`config.mk`:
```
export PLATFORM = sky130hd
export DESIGN_NAME = monte_carlo_dir_eval_flat
export DESIGN_NICKNAME = d
export VERILOG_FILES = /design/src/rtl/monte_carlo_dir_eval_if.sv /design/src/rtl/monte_carlo_dir_eval.sv /design/src/flat_wrapper.sv
export SDC_FILE = /design/constraint.sdc
export NUM_CORES = 1
export LEC_CHECK = 0
export BUFFER_PORTS_ARGS = -buffer_cell sky130_fd_sc_hd__buf_4
export CORE_MARGIN = 10
export CORE_UTILIZATION = 45
export CTS_CLUSTER_SIZE = 40
export DETAILED_ROUTE_END_ITERATION = 12
export GPL_TIMING_DRIVEN = 1
export PLACE_DENSITY = 0.74
export SLEW_MARGIN = 20
export SYNTH_ARGS = -nofsm -noshare
export SYNTH_HDL_FRONTEND = slang
export SYNTH_SLANG_ARGS = --single-unit
```
`constraint.sdc`:
```
create_clock -name clk -period 14.33 [get_ports clk]
set_input_delay 2.866 -clock clk [delete_from_list [all_inputs] [get_ports clk]]
set_output_delay 2.866 -clock clk [all_outputs]
set_load 0.01 [all_outputs]
```
`src/rtl/monte_carlo_dir_eval_if.sv`:
```
// monte_carlo_dir_eval_if: link between the direction evaluator and its playout engine
interface monte_carlo_dir_eval_if #(
  parameter int CNT_W   = 15,
  parameter int BOARD_W = 80
);
  logic               eng_rst;
  logic [BOARD_W-1:0] eng_board;
  logic [1:0]         eng_restricted;
  logic               eng_stuck;
  logic [CNT_W-1:0]   eng_succ_count;
  modport master (output eng_rst, eng_board, eng_restricted, input eng_stuck, eng_succ_count);
  modport slave  (input eng_rst, eng_board, eng_restricted, output eng_stuck, eng_succ_count);
endinterface

```
`src/rtl/monte_carlo_dir_eval.sv`:
```
// monte_carlo_dir_eval: runs playouts per forced first move and reports the best direction
module monte_carlo_dir_eval #(
  parameter int CNT_W     = 15,
  parameter int ACC_W     = 32,
  parameter int TRIAL_W   = 16,
  parameter int NUM_DIR   = 4,
  parameter int BOARD_W   = 80,
  parameter int TIMEOUT_W = 20
) (
  input  logic               clk,
  input  logic               rst,
  input  logic               start,
  input  logic               abort,
  input  logic [TRIAL_W-1:0] trials_per_dir,
  input  logic [BOARD_W-1:0] initial_board,
  input  logic [1:0]         dir_sel,
  output logic               busy,
  output logic               done,
  output logic [1:0]         best_dir,
  output logic [ACC_W-1:0]   best_total,
  output logic [ACC_W-1:0]   dir_total,
  output logic [CNT_W-1:0]   max_move_count,
  output logic [ACC_W-1:0]   total_trial_count,
  output logic [15:0]        timeout_count,
  monte_carlo_dir_eval_if.master eng
);
  typedef enum logic [2:0] {IDLE, RST_ENG, SETTLE, RUN, ACCUM, DONE} state_t;
  localparam int SW = (ACC_W > CNT_W ? ACC_W : CNT_W) + 1;
  localparam logic [SW-1:0] ACC_MAX = SW'({ACC_W{1'b1}});
  localparam logic [TIMEOUT_W-1:0] WD_LIM = {{(TIMEOUT_W-1){1'b1}}, 1'b0};
  state_t               state, state_n;
  logic [ACC_W-1:0]     totals [NUM_DIR];
  logic [TRIAL_W-1:0]   trials_q, trial_idx;
  logic [1:0]           dir_q;
  logic [TIMEOUT_W-1:0] wd;
  logic                 valid_q, eng_rst_q, last, wd_hit;
  logic [CNT_W-1:0]     succ_q;
  logic [BOARD_W-1:0]   board_q;
  logic [SW-1:0]        sum;
  logic [ACC_W-1:0]     new_tot;
  assign eng.eng_rst        = eng_rst_q;
  assign eng.eng_board      = board_q;
  assign eng.eng_restricted = dir_q;
  assign dir_total          = totals[dir_sel];
  // next state and the post-trial total (wide sum so the saturation check cannot wrap)
  always_comb begin
    sum     = SW'(totals[dir_q]) + SW'(succ_q);
    new_tot = !valid_q ? totals[dir_q] : (sum > ACC_MAX ? '1 : sum[ACC_W-1:0]);
    last    = trial_idx == trials_q - 1'b1;
    wd_hit  = wd == WD_LIM;
    state_n = state;
    case (state)
      IDLE:    state_n = start ? (trials_per_dir == '0 ? DONE : RST_ENG) : IDLE;
      RST_ENG: state_n = SETTLE;
      SETTLE:  state_n = RUN;
      RUN:     state_n = (eng.eng_stuck || wd_hit) ? ACCUM : RUN;
      ACCUM:   state_n = (last && dir_q == 2'(NUM_DIR - 1)) ? DONE : RST_ENG;
      DONE:    state_n = IDLE;
      default: state_n = IDLE;
    endcase
    if (abort && state != IDLE) state_n = IDLE;
  end
  // state register with status outputs registered from the next state
  always_ff @(posedge clk or negedge rst) begin
    if (!rst) begin
      state     <= IDLE;
      busy      <= 1'b0;
      done      <= 1'b0;
      eng_rst_q <= 1'b0;
    end else begin
      state     <= state_n;
      busy      <= state_n inside {RST_ENG, SETTLE, RUN, ACCUM};
      done      <= state_n == DONE;
      eng_rst_q <= state_n == RST_ENG;
    end
  end
  // run bookkeeping, watchdog and statistics accumulation
  always_ff @(posedge clk or negedge rst) begin
    if (!rst) begin
      for (int i = 0; i < NUM_DIR; i++) totals[i] <= '0;
      board_q           <= '0;
      trials_q          <= '0;
      trial_idx         <= '0;
      dir_q             <= '0;
      wd                <= '0;
      valid_q           <= 1'b0;
      succ_q            <= '0;
      best_dir          <= '0;
      best_total        <= '0;
      max_move_count    <= '0;
      total_trial_count <= '0;
      timeout_count     <= '0;
    end else if (state == IDLE && start) begin
      for (int i = 0; i < NUM_DIR; i++) totals[i] <= '0;
      board_q           <= initial_board;
      trials_q          <= trials_per_dir;
      trial_idx         <= '0;
      dir_q             <= '0;
      best_dir          <= '0;
      best_total        <= '0;
      max_move_count    <= '0;
      total_trial_count <= '0;
      timeout_count     <= '0;
    end else if (state == SETTLE) begin
      wd <= '0;
    end else if (state == RUN) begin
      wd      <= wd + 1'b1;
      valid_q <= eng.eng_stuck;
      succ_q  <= eng.eng_succ_count;
    end else if (state == ACCUM && !abort) begin
      totals[dir_q] <= new_tot;
      if (valid_q && succ_q > max_move_count) max_move_count <= succ_q;
      if (!valid_q && timeout_count != '1) timeout_count <= timeout_count + 1'b1;
      if (total_trial_count != '1) total_trial_count <= total_trial_count + 1'b1;
      if (last) begin
        if (dir_q == '0 || new_tot > best_total) begin
          best_total <= new_tot;
          best_dir   <= dir_q;
        end
        trial_idx <= '0;
        dir_q     <= dir_q + 1'b1;
      end else begin
        trial_idx <= trial_idx + 1'b1;
      end
    end
  end
endmodule

```
`src/flat_wrapper.sv`:
```
// flat-port wrapper written by rule: the top's interface ports become plain ports
module monte_carlo_dir_eval_flat 
#(
  parameter int CNT_W     = 15,
  parameter int ACC_W     = 32,
  parameter int TRIAL_W   = 16,
  parameter int NUM_DIR   = 4,
  parameter int BOARD_W   = 80,
  parameter int TIMEOUT_W = 20
)
  (clk, rst, start, abort, trials_per_dir, initial_board, dir_sel, busy, done, best_dir, best_total, dir_total, max_move_count, total_trial_count, timeout_count, eng_eng_rst, eng_eng_board, eng_eng_restricted, eng_eng_stuck, eng_eng_succ_count);
  monte_carlo_dir_eval_if #(.CNT_W(CNT_W), .BOARD_W(BOARD_W)) eng_i ();
  input  logic clk;
  input  logic rst;
  input  logic start;
  input  logic abort;
  input  logic [TRIAL_W-1:0] trials_per_dir;
  input  logic [BOARD_W-1:0] initial_board;
  input  logic [1:0] dir_sel;
  output logic busy;
  output logic done;
  output logic [1:0] best_dir;
  output logic [ACC_W-1:0] best_total;
  output logic [ACC_W-1:0] dir_total;
  output logic [CNT_W-1:0] max_move_count;
  output logic [ACC_W-1:0] total_trial_count;
  output logic [15:0] timeout_count;
  output wire logic [$bits(eng_i.eng_rst)-1:0] eng_eng_rst;
  output wire logic [$bits(eng_i.eng_board)-1:0] eng_eng_board;
  output wire logic [$bits(eng_i.eng_restricted)-1:0] eng_eng_restricted;
  input wire logic [$bits(eng_i.eng_stuck)-1:0] eng_eng_stuck;
  input wire logic [$bits(eng_i.eng_succ_count)-1:0] eng_eng_succ_count;
  assign eng_eng_rst = eng_i.eng_rst;
  assign eng_eng_board = eng_i.eng_board;
  assign eng_eng_restricted = eng_i.eng_restricted;
  assign eng_i.eng_stuck = eng_eng_stuck;
  assign eng_i.eng_succ_count = eng_eng_succ_count;
  monte_carlo_dir_eval #(.CNT_W(CNT_W), .ACC_W(ACC_W), .TRIAL_W(TRIAL_W), .NUM_DIR(NUM_DIR), .BOARD_W(BOARD_W), .TIMEOUT_W(TIMEOUT_W)) u_core (.clk(clk), .rst(rst), .start(start), .abort(abort), .trials_per_dir(trials_per_dir), .initial_board(initial_board), .dir_sel(dir_sel), .busy(busy), .done(done), .best_dir(best_dir), .best_total(best_total), .dir_total(dir_total), .max_move_count(max_move_count), .total_trial_count(total_trial_count), .timeout_count(timeout_count), .eng(eng_i));
endmodule
```
### Word-level counts from Yosys, hierarchy flattened

Index checks and enable logic that the tools add are counted.

| cells by class | value |
|---|---|
| order comparisons | 6 |
| muxes and demuxes | 60 |
| bitwise logic cells | 4 |
| add/subtract/negate cells | 7 |
| equal/unequal tests | 16 |
| reduce and logical (&&, ||, !) cells | 31 |

Operators by type and width:

| operator | number |
|---|---|
| 32-bit two-way mux | 18 |
| 128-bit two-way mux | 4 |
| 16-bit two-way mux | 10 |
| 32-bit binary-select mux with 2-bit select | 2 |
| 128-bit bitwise mux | 1 |
| 15-bit two-way mux | 5 |
| 32-bit demux with 2-bit select | 1 |
| 20-bit two-way mux | 2 |
| 32-bit by 15-bit adder with 33-bit output | 1 |
| 33-bit by 32-bit > comparator with 1-bit output, second input constant | 1 |
| 16-bit by 1-bit adder with 16-bit output, second input constant | 2 |
| 32-bit by 1-bit adder with 32-bit output, second input constant | 1 |
| 32-bit > comparator | 1 |
| 32-bit inequality test, second input constant | 1 |
| 2-bit two-way mux | 11 |
| 20-bit by 1-bit adder with 20-bit output, second input constant | 1 |
| 20-bit == test, second input constant | 1 |
| 16-bit == test | 1 |
| 16-bit zero test | 1 |
| 16-bit inequality test, second input constant | 1 |
| 4-bit AND reduction | 4 |
| 16-bit by 1-bit subtractor with 16-bit output, second input constant | 1 |
| 15-bit > comparator | 1 |
| 3-bit two-way mux | 5 |
| 22 further kinds | 47 |

| storage, ports and cells | value |
|---|---|
| register bits | 381 |
| output and inout port bits | 214 |

### Longest topological paths before layout

Gate-level depths: netlist of run 1.

| logic depth | value |
|---|---|
| depth after elaboration | 16 |
| gate-level depth with buffers | 26 |
| mapped depth without buffers | 21 |

### Worst setup path before layout of run 1

Ideal clock, no wire load.

| path | value |
|---|---|
| path type | register to register |
| from | register u_core.dir_q[0], in the netlist u_core.eng.eng_restricted[0] |
| to | register u_core.best_total[10] |
| slack | 7160 ps |
| buffers on the path | 6 |
| data required time | 14198 ps |
| stages on the path, launching flop included | 26 |
| arrival | 7038 ps |
| period minus slack after synthesis | 7170 ps |
| path through | dfrtp_1 buf_2 buf_2 buf_2 buf_1 mux4_2 ha_1 nor2b_1 o211ai_1 a2111oi_0 o211ai_1 a21oi_1 and3_1 mux2i_1 inv_1 ha_1 and3_1 a221o_1 a2111oi_0 o31ai_1 a2bb2oi_1 or4b_1 buf_4 buf_2 mux2i_1 nor2_1 |

| on the way | value |
|---|---|
| longest elaborated chain between the ends | 14 |

RTL lines:

| element | RTL line | source |
|---|---|---|
| start: declaration | monte_carlo_dir_eval.sv:34 | `logic [1:0] dir_q;` |
| start signal: assignment | monte_carlo_dir_eval.sv:121 | `dir_q <= dir_q + 1'b1;` |
| branches (longest 14 deep; another with 32-bit by 15-bit adder with 33-bit output) | -- |  |
| end signal: assignment | monte_carlo_dir_eval.sv:117 | `best_total <= new_tot;` |
| end: declaration | monte_carlo_dir_eval.sv:20 | `output logic [ACC_W-1:0] best_total,` |

Several ways; the timed one is not identified. The select of a mux whose other input is x is not followed.
A chain may end at the register's enable or synchronous reset.

### Final worst setup path of run 1

| path | value |
|---|---|
| from | register u_core.dir_q[1], in the netlist u_core.eng.eng_restricted[1] |
| to | register u_core.best_total[28] |

Same word-level chain as after synthesis.

==> flow_summary.json, run 1 <==
{
  "synthArstFlopShare_pct": 100,
  "ctsHoldBuffers": 0,
  "final-hold-violation-count": 0,
  "status": "finished clean",
  "reg2reg_depth": 20,
  "hold_class": "reg2reg",
  "setup_tns_ns": 0,
  "grt_pass1_vias": 17800,
  "mostFrequentLayoutCells": "nand2_1 (460), dfrtp_1 (380), buf_4 (346)",
  "die_area_um2": 54400,
  "yosys-top-cells-area": "dfrtp_1 (47%), nand2_1 (8.4%), mux4_2 (7.0%)",
  "die_y_um": 233,
  "avgViaCountPerCell": 5.70,
  "track_usage_pct": 23.0,
  "cap_violations": 0,
  "post_cts_buffers": 0,
  "gp_congestion": 0.917,
  "fmax_mhz": 122,
  "fin_worst_skew_ns": 0.0154,
  "core_area_um2": 45200,
  "place_inst": 2997,
  "port_buffers": 331,
  "drc": 0,
  "overflow": 0,
  "clk-insertion-delay-late_ns": 0.58,
  "crit_path_max_incr_delay_ns": 1.04,
  "post-route-period-util_pct": 57.1,
  "root_buffer": "clkbuf_16",
  "path_class": "reg2reg",
  "start_util_pct": 45.3,
  "worstPathCellList": "mux4_2 > ha_1 > inv_1 > fa_1 > nor2b_1 > o211ai_1 > a2111oi_0 > o211ai_1 > a211oi_4 > nor2_1 > inv_1 > ha_1 > a21o_1 > a221o_1 > a2111oi_0 > o31ai_1 > a2bb2oi_1 > or4b_2 > and2_4 > a22o_1",
  "crit_family": "compound AO/OA/AOI/OAI gates",
  "crit_fanout": 28,
  "fin_cells": 3079,
  "syn-instance-count": 2167,
  "synth_warnings": 0,
  "core.rowCount": 78,
  "cts_buffer_depth": 3,
  "crit_slowest_cell": "a211oi_4",
  "fillers": 3947,
  "syn_area_um2": 20500,
  "cts_buffers": 43,
  "slew_viol_final": 0,
  "dp_hpwl_um": 45000,
  "drtIter0Drc": 1378,
  "vdd_drop_max_uv": 124,
  "synth_seq_cells": 381,
  "area_delta_synth_final_pct": 22.2,
  "grt_max_degree": 206,
  "dpl_cell_area_um2": 23400,
  "route.detailed.wl_per_inst_um": 20.6,
  "powerDensity_nw_per_um2": 190,
  "ios": 332,
  "die_x_um": 233,
  "final_net_count": 2634,
  "firstDrtPassIters": 6,
  "clock-sinks": 381,
  "dp_slack_ns": 6.38,
  "post_cts_resized": 0,
  "totalPowerFinal_mw": 4.75,
  "mostFrequentLayoutCell": "nand2_1",
  "htreeDepth": 2,
  "synth_edf_count": 0,
  "drt-total-wl_um": 63300,
  "via_count": 17500,
  "antenna_found_initial": 1,
  "antenna_left": 0,
  "setup_viol": 0,
  "synth_top_area_share_pct": 46.6,
  "syn_area_per_cell_um2": 9.45,
  "synth_top_cell_by_area": "dfrtp_1",
  "cp.required_ns": 14.84,
  "syn_nets": 2358,
  "whs_path_depth": 2,
  "drive_gt1_share_pct": 20.5,
  "fin_area_um2": 25000,
  "p_leak_nw": 12.1,
  "worstSetupEndpointType": "flip-flop",
  "yosys_most_used_dff": "dfrtp_1",
  "cp-start-kind": "flip-flop",
  "rsz0062_at_grt": "no",
  "cp.arrival_ns": 8.68,
  "clk_pin_slew_ns": 0.06,
  "worst_pin_slew_ns": 1.11,
  "grt_pass1_wl_um": 100000,
  "crit_cells": 20,
  "period_needed_ns": 8.18,
  "maxSlewHeadroom_pct": 25.8,
  "fin_ws_ns": 6.15,
  "synth_seq_area_share_pct": 46.6,
  "cts_tree": "built",
  "cp_num_buf_inv": 2,
  "yosys.cell_types.count": 72
}
==> power by group <==
group | internal, mW | switching (mW)
Clock | 0.732 | 0.473
Combinational | 0.828 | 1.16
Sequential | 1.32 | 0.228
==> logic make-up (layout without fill, tap and decap cells) <==
kind of cell	Yosys count	in the layout	synth area share, %
AND/OR/NAND/NOR	892	892	19.4
AO/OA/AOI/OAI	398	398	12.2
flip-flops	381	381	46.6
buffers and inverters	224	535	4.22
multiplexers	111	111	9.34
XOR/XNOR	87	87	3.72
adder cells (fa/ha/maj)	74	74	4.55
other	0	1	0
==> tightest hold or removal path: cells and delay by family, from the launching register on <==
kind	cells	cell delay, ns
flops	1	0.34
simple gates	2	0.10
==> path summary, 6_finish.rpt <==
check	start	to	slack, ns
setup / recovery	u_core.eng.eng_restricted[1]	u_core.best_total[28]	6.15
setup reg to reg	u_core.eng.eng_restricted[1]	u_core.best_total[28]	6.15
max in group asynchronous	rst	u_core.eng.eng_board[60]	9.85
hold / removal	u_core.eng.eng_board[48]	u_core.eng.eng_board[48]	0.48
hold reg to reg	u_core.eng.eng_board[48]	u_core.eng.eng_board[48]	0.48
min in group asynchronous	rst	u_core.valid_q	2.30
==> synthesized netlist by cell type, drive strengths merged, types with 21 or more instances <==
| cell type | count |
|---|---|
| a211oi | 70 |
| a21oi | 97 |
| and2 | 21 |
| and3 | 23 |
| clkbuf | 101 |
| dfrtp | 381 |
| ha | 72 |
| inv | 105 |
| mux2i | 46 |
| mux4 | 64 |
| nand2 | 460 |
| nand3 | 53 |
| nand4 | 33 |
| nor2 | 193 |
| nor2b | 31 |
| o21ai | 110 |
| o22ai | 29 |
| xnor2 | 32 |
| xor2 | 55 |
==> metrics by stage <==
stage | util, % | hold WS, ns
floorplan | - | 0.451
global route | 55.4 | 0.496
CTS | 55.3 | 0.479
detailed placement | 51.8 | 0.464
finish | 55.4 | 0.476
global placement | 51.8 | 0.459
==> final cells by class <==
type	count	area, µm²	share of cell area [%]
multi-input cells	1562	10100	40.4
flip-flops and latches	381	9540	38.1
repair buffers	350	2670	10.7
clock buffers	59	1230	4.90
well taps	600	751	3.00
inverters	105	394	1.58
clock inverters	21	329	1.32
diodes	1	2.50	0.0100
==> sequential cells by signal, indices dropped and copies added, names as in the netlist <==
name,count
u_core.trial_idx,16
u_core.done,1
u_core.valid_q,1
u_core.best_dir,2
u_core.best_total,32
u_core.timeout_count,16
u_core.wd,20
u_core.max_move_count,15
u_core.eng.eng_board,80
u_core.trials_q,16
u_core.total_trial_count,32
u_core.busy,1
u_core.state,3
u_core.totals,128
u_core.succ_q,15
u_core.eng.eng_restricted,2
u_core.eng.eng_rst,1
==> metal layers <==
| metal | track usage, % | part of all wire, % | up-vias |
|---|---|---|---|
| met5 | 0 | 0 | - |
| met4 | 6.82 | 2.4 | 0 |
| met3 | 7.04 | 9.7 | 100 |
| met2 | 37.3 | 48 | 761 |
| met1 | 29.2 | 40 | 8627 |
| li1 | - | - | 8057 |
Power figures use the tool's default switching activity.
==> inputs of run 2 (changes only) <==
--- a/config.mk
+++ b/config.mk
@@ -11,7 +11,7 @@
 export CTS_CLUSTER_SIZE = 40
 export DETAILED_ROUTE_END_ITERATION = 12
 export GPL_TIMING_DRIVEN = 1
-export PLACE_DENSITY = 0.74
+export PLACE_DENSITY = 0.76
 export SLEW_MARGIN = 20
 export SYNTH_ARGS = -nofsm -noshare
 export SYNTH_HDL_FRONTEND = slang
==> constraint.sdc (replaced) <==
create_clock -name clk -period 7.49 [get_ports clk]
set_input_delay 1.498 -clock clk [delete_from_list [all_inputs] [get_ports clk]]
set_output_delay 1.498 -clock clk [all_outputs]
set_load 0.01 [all_outputs]
==> run 2 against run 1 <==
  * Clock skew shrank 0.0018 ns
  * Global-route usage fell by 0.32 points
  * Cell count about the same
  * Via count fell by 0.50%
  * Sequential share of layout area is 0.15 points higher
  * Non-clock buffer count increased by 8
  * Fmax up 17%
  * Worst hold slack worse by 0.0024 ns
  * Sequential cell count stayed put
  * Worst setup slack got worse by 5.6 ns
  * Combinational power is 91% higher
  * Critical path type unchanged
  * Highest routed layer unchanged
==> flow_summary.json, run 2 (synthesis gave the netlist of run 1 again) <==
{
  "dp_slack_ns": 0.529,
  "multiInputGateArea_um2": 10100,
  "powerDensity_nw_per_um2": 356,
  "final-hold-violation-count": 0,
  "num_antenna_cells": 0,
  "ios": 332,
  "dp_hpwl_um": 45100,
  "r2r-end": "u_core.best_total[25]",
  "fin_worst_skew_ns": 0.0136,
  "cts_buffer_depth": 3,
  "crit_fanout": 20,
  "route.detailed.wl_per_inst_um": 20.3,
  "vdd_drop_max_uv": 231,
  "min_to": "u_core.eng.eng_board[49]",
  "mostFrequentLayoutCells": "nand2_1 (460), dfrtp_1 (380), buf_4 (353)",
  "final_net_count": 2642,
  "mostFrequentLayoutCell": "nand2_1",
  "status": "finished clean",
  "min_from": "u_core.eng.eng_board[49]",
  "firstDrtPassIters": 5,
  "period_needed_ns": 6.97,
  "via_count": 17500,
  "seq_area_um2": 9540,
  "maxSlewHeadroom_pct": 27.3,
  "die_area_um2": 54400,
  "fillers": 3917,
  "cp.arrival_ns": 7.49,
  "die_y_um": 233,
  "largest_reg_flops": 128,
  "setup_viol": 0,
  "htreeDepth": 2,
  "die_x_um": 233,
  "drive_gt1_share_pct": 20.5,
  "worstSetupEndpointType": "flip-flop",
  "fin_ws_ns": 0.516,
  "path_class": "reg2reg",
  "track_usage_pct": 22.7,
  "slew_viol_final": 0,
  "antenna_found_initial": 0,
  "p_leak_nw": 12.1,
  "clk_pin_slew_ns": 0.06,
  "ctsHoldBuffers": 0,
  "cp-start-kind": "flip-flop",
  "cp.required_ns": 8.00,
  "top_register": "u_core.totals",
  "core.rowCount": 78,
  "rsz0062_at_grt": "no",
  "drc": 0,
  "grt_max_degree": 195,
  "antenna_left": 0,
  "drtIter0Drc": 1307,
  "core_area_um2": 45200,
  "clk-insertion-delay-late_ns": 0.58,
  "r2r_setup_slack_ns": 0.52,
  "avgViaCountPerCell": 5.66,
  "drt-total-wl_um": 62500,
  "post-route-period-util_pct": 93.1,
  "cts_tree": "built",
  "whs_path_depth": 2,
  "clock-sinks": 381,
  "gp_congestion": 0.931,
  "area_delta_synth_final_pct": 21.7,
  "start_util_pct": 45.3,
  "port_buffers": 331,
  "cts_buffers": 43,
  "fmax_mhz": 143,
  "cap_violations": 0,
  "overflow": 0,
  "worst_pin_slew_ns": 1.09,
  "hold_class": "reg2reg",
  "setup_tns_ns": 0,
  "grt_pass1_wl_um": 98400,
  "reg2reg_depth": 23,
  "root_buffer": "clkbuf_16",
  "grt_pass1_vias": 17700,
  "r2r_start": "u_core.eng.eng_restricted[0]"
}
==> run 2: repair_timing <==
item / in CTS / in global routing
setup buffers: 0 / 0
gates resized for setup: 0 / 1
endpoints found under the setup margin: 0 / 12
==> run 2: where the power goes <==
part	leakage [nW]	internal (mW)	switching [mW]
Sequential	5.08	2.53	0.438
Clock	0.690	1.23	0.860
Combinational	6.32	1.60	2.21
==> run 2: layer usage <==
| metal | GRT usage [%] | routed length, µm | vias up | share of wire (%) |
|---|---|---|---|---|
| met4 | 6.86 | 1700 | 0 | 2.7 |
| li1 | - | - | 8082 | - |
| met2 | 36.8 | 29400 | 703 | 47 |
| met3 | 7.75 | 6180 | 119 | 9.9 |
| met5 | 0 | 0 | - | 0 |
| met1 | 28.2 | 25200 | 8553 | 40 |
==> run 2: critical path: stages, from the launching register on <==
cell	delay, ns
dfrtp_2	0.70
mux4_2	0.34
ha_1	0.18
inv_1	0.06
fa_1	0.38
nor2b_1	0.24
o211ai_1	0.15
a2111oi_0	0.65
buf_4	0.23
o211ai_1	0.25
a211oi_1	0.48
a21bo_2	0.20
o21a_1	0.22
inv_1	0.10
ha_1	0.30
and3_1	0.20
a221o_1	0.31
a2111oi_0	0.66
o31ai_1	0.17
a2bb2oi_1	0.19
or4b_1	0.16
buf_4	0.29
and2_4	0.28
a22o_1	0.17
==> run 2: layout make-up <==
cell class              instances  share of cell area, %
clock buffers                  66                   5.23
clock inverters                10                  0.387
inverters                     105                   1.58
multi-input cells            1562                   40.5
flip-flops and latches        381                   38.3
well taps                     600                   3.01
repair buffers                358                   11.0
==> run 2: how the worst max path moves through the flow <==
stage                                       from               endpoint  slack (ns)  depth (start not counted)
global route        u_core.eng.eng_restricted[0]  u_core.best_total[29]         0.1                         23
CTS                 u_core.eng.eng_restricted[0]  u_core.best_total[25]        0.47                         24
global placement    u_core.eng.eng_restricted[0]  u_core.best_total[29]        0.57                         24
finish              u_core.eng.eng_restricted[0]  u_core.best_total[25]        0.52                         23
floorplan           u_core.eng.eng_restricted[0]  u_core.best_total[10]        0.32                         25
detailed placement  u_core.eng.eng_restricted[0]  u_core.best_total[31]        0.53                         22
==> run 2: through the flow <==
step                util (%)  instances  hold slack, ns  power, mW  area (µm²)
floorplan                  -       2167           0.451       5.36       20500
global placement        52.0       3006           0.459       6.65       23500
detailed placement      52.0       3006           0.463       6.77       23500
CTS                     55.1       3082           0.478       8.91       24900
global route            55.1       3082           0.499       9.51       24900
finish                  55.1       3082           0.473       8.87       24900
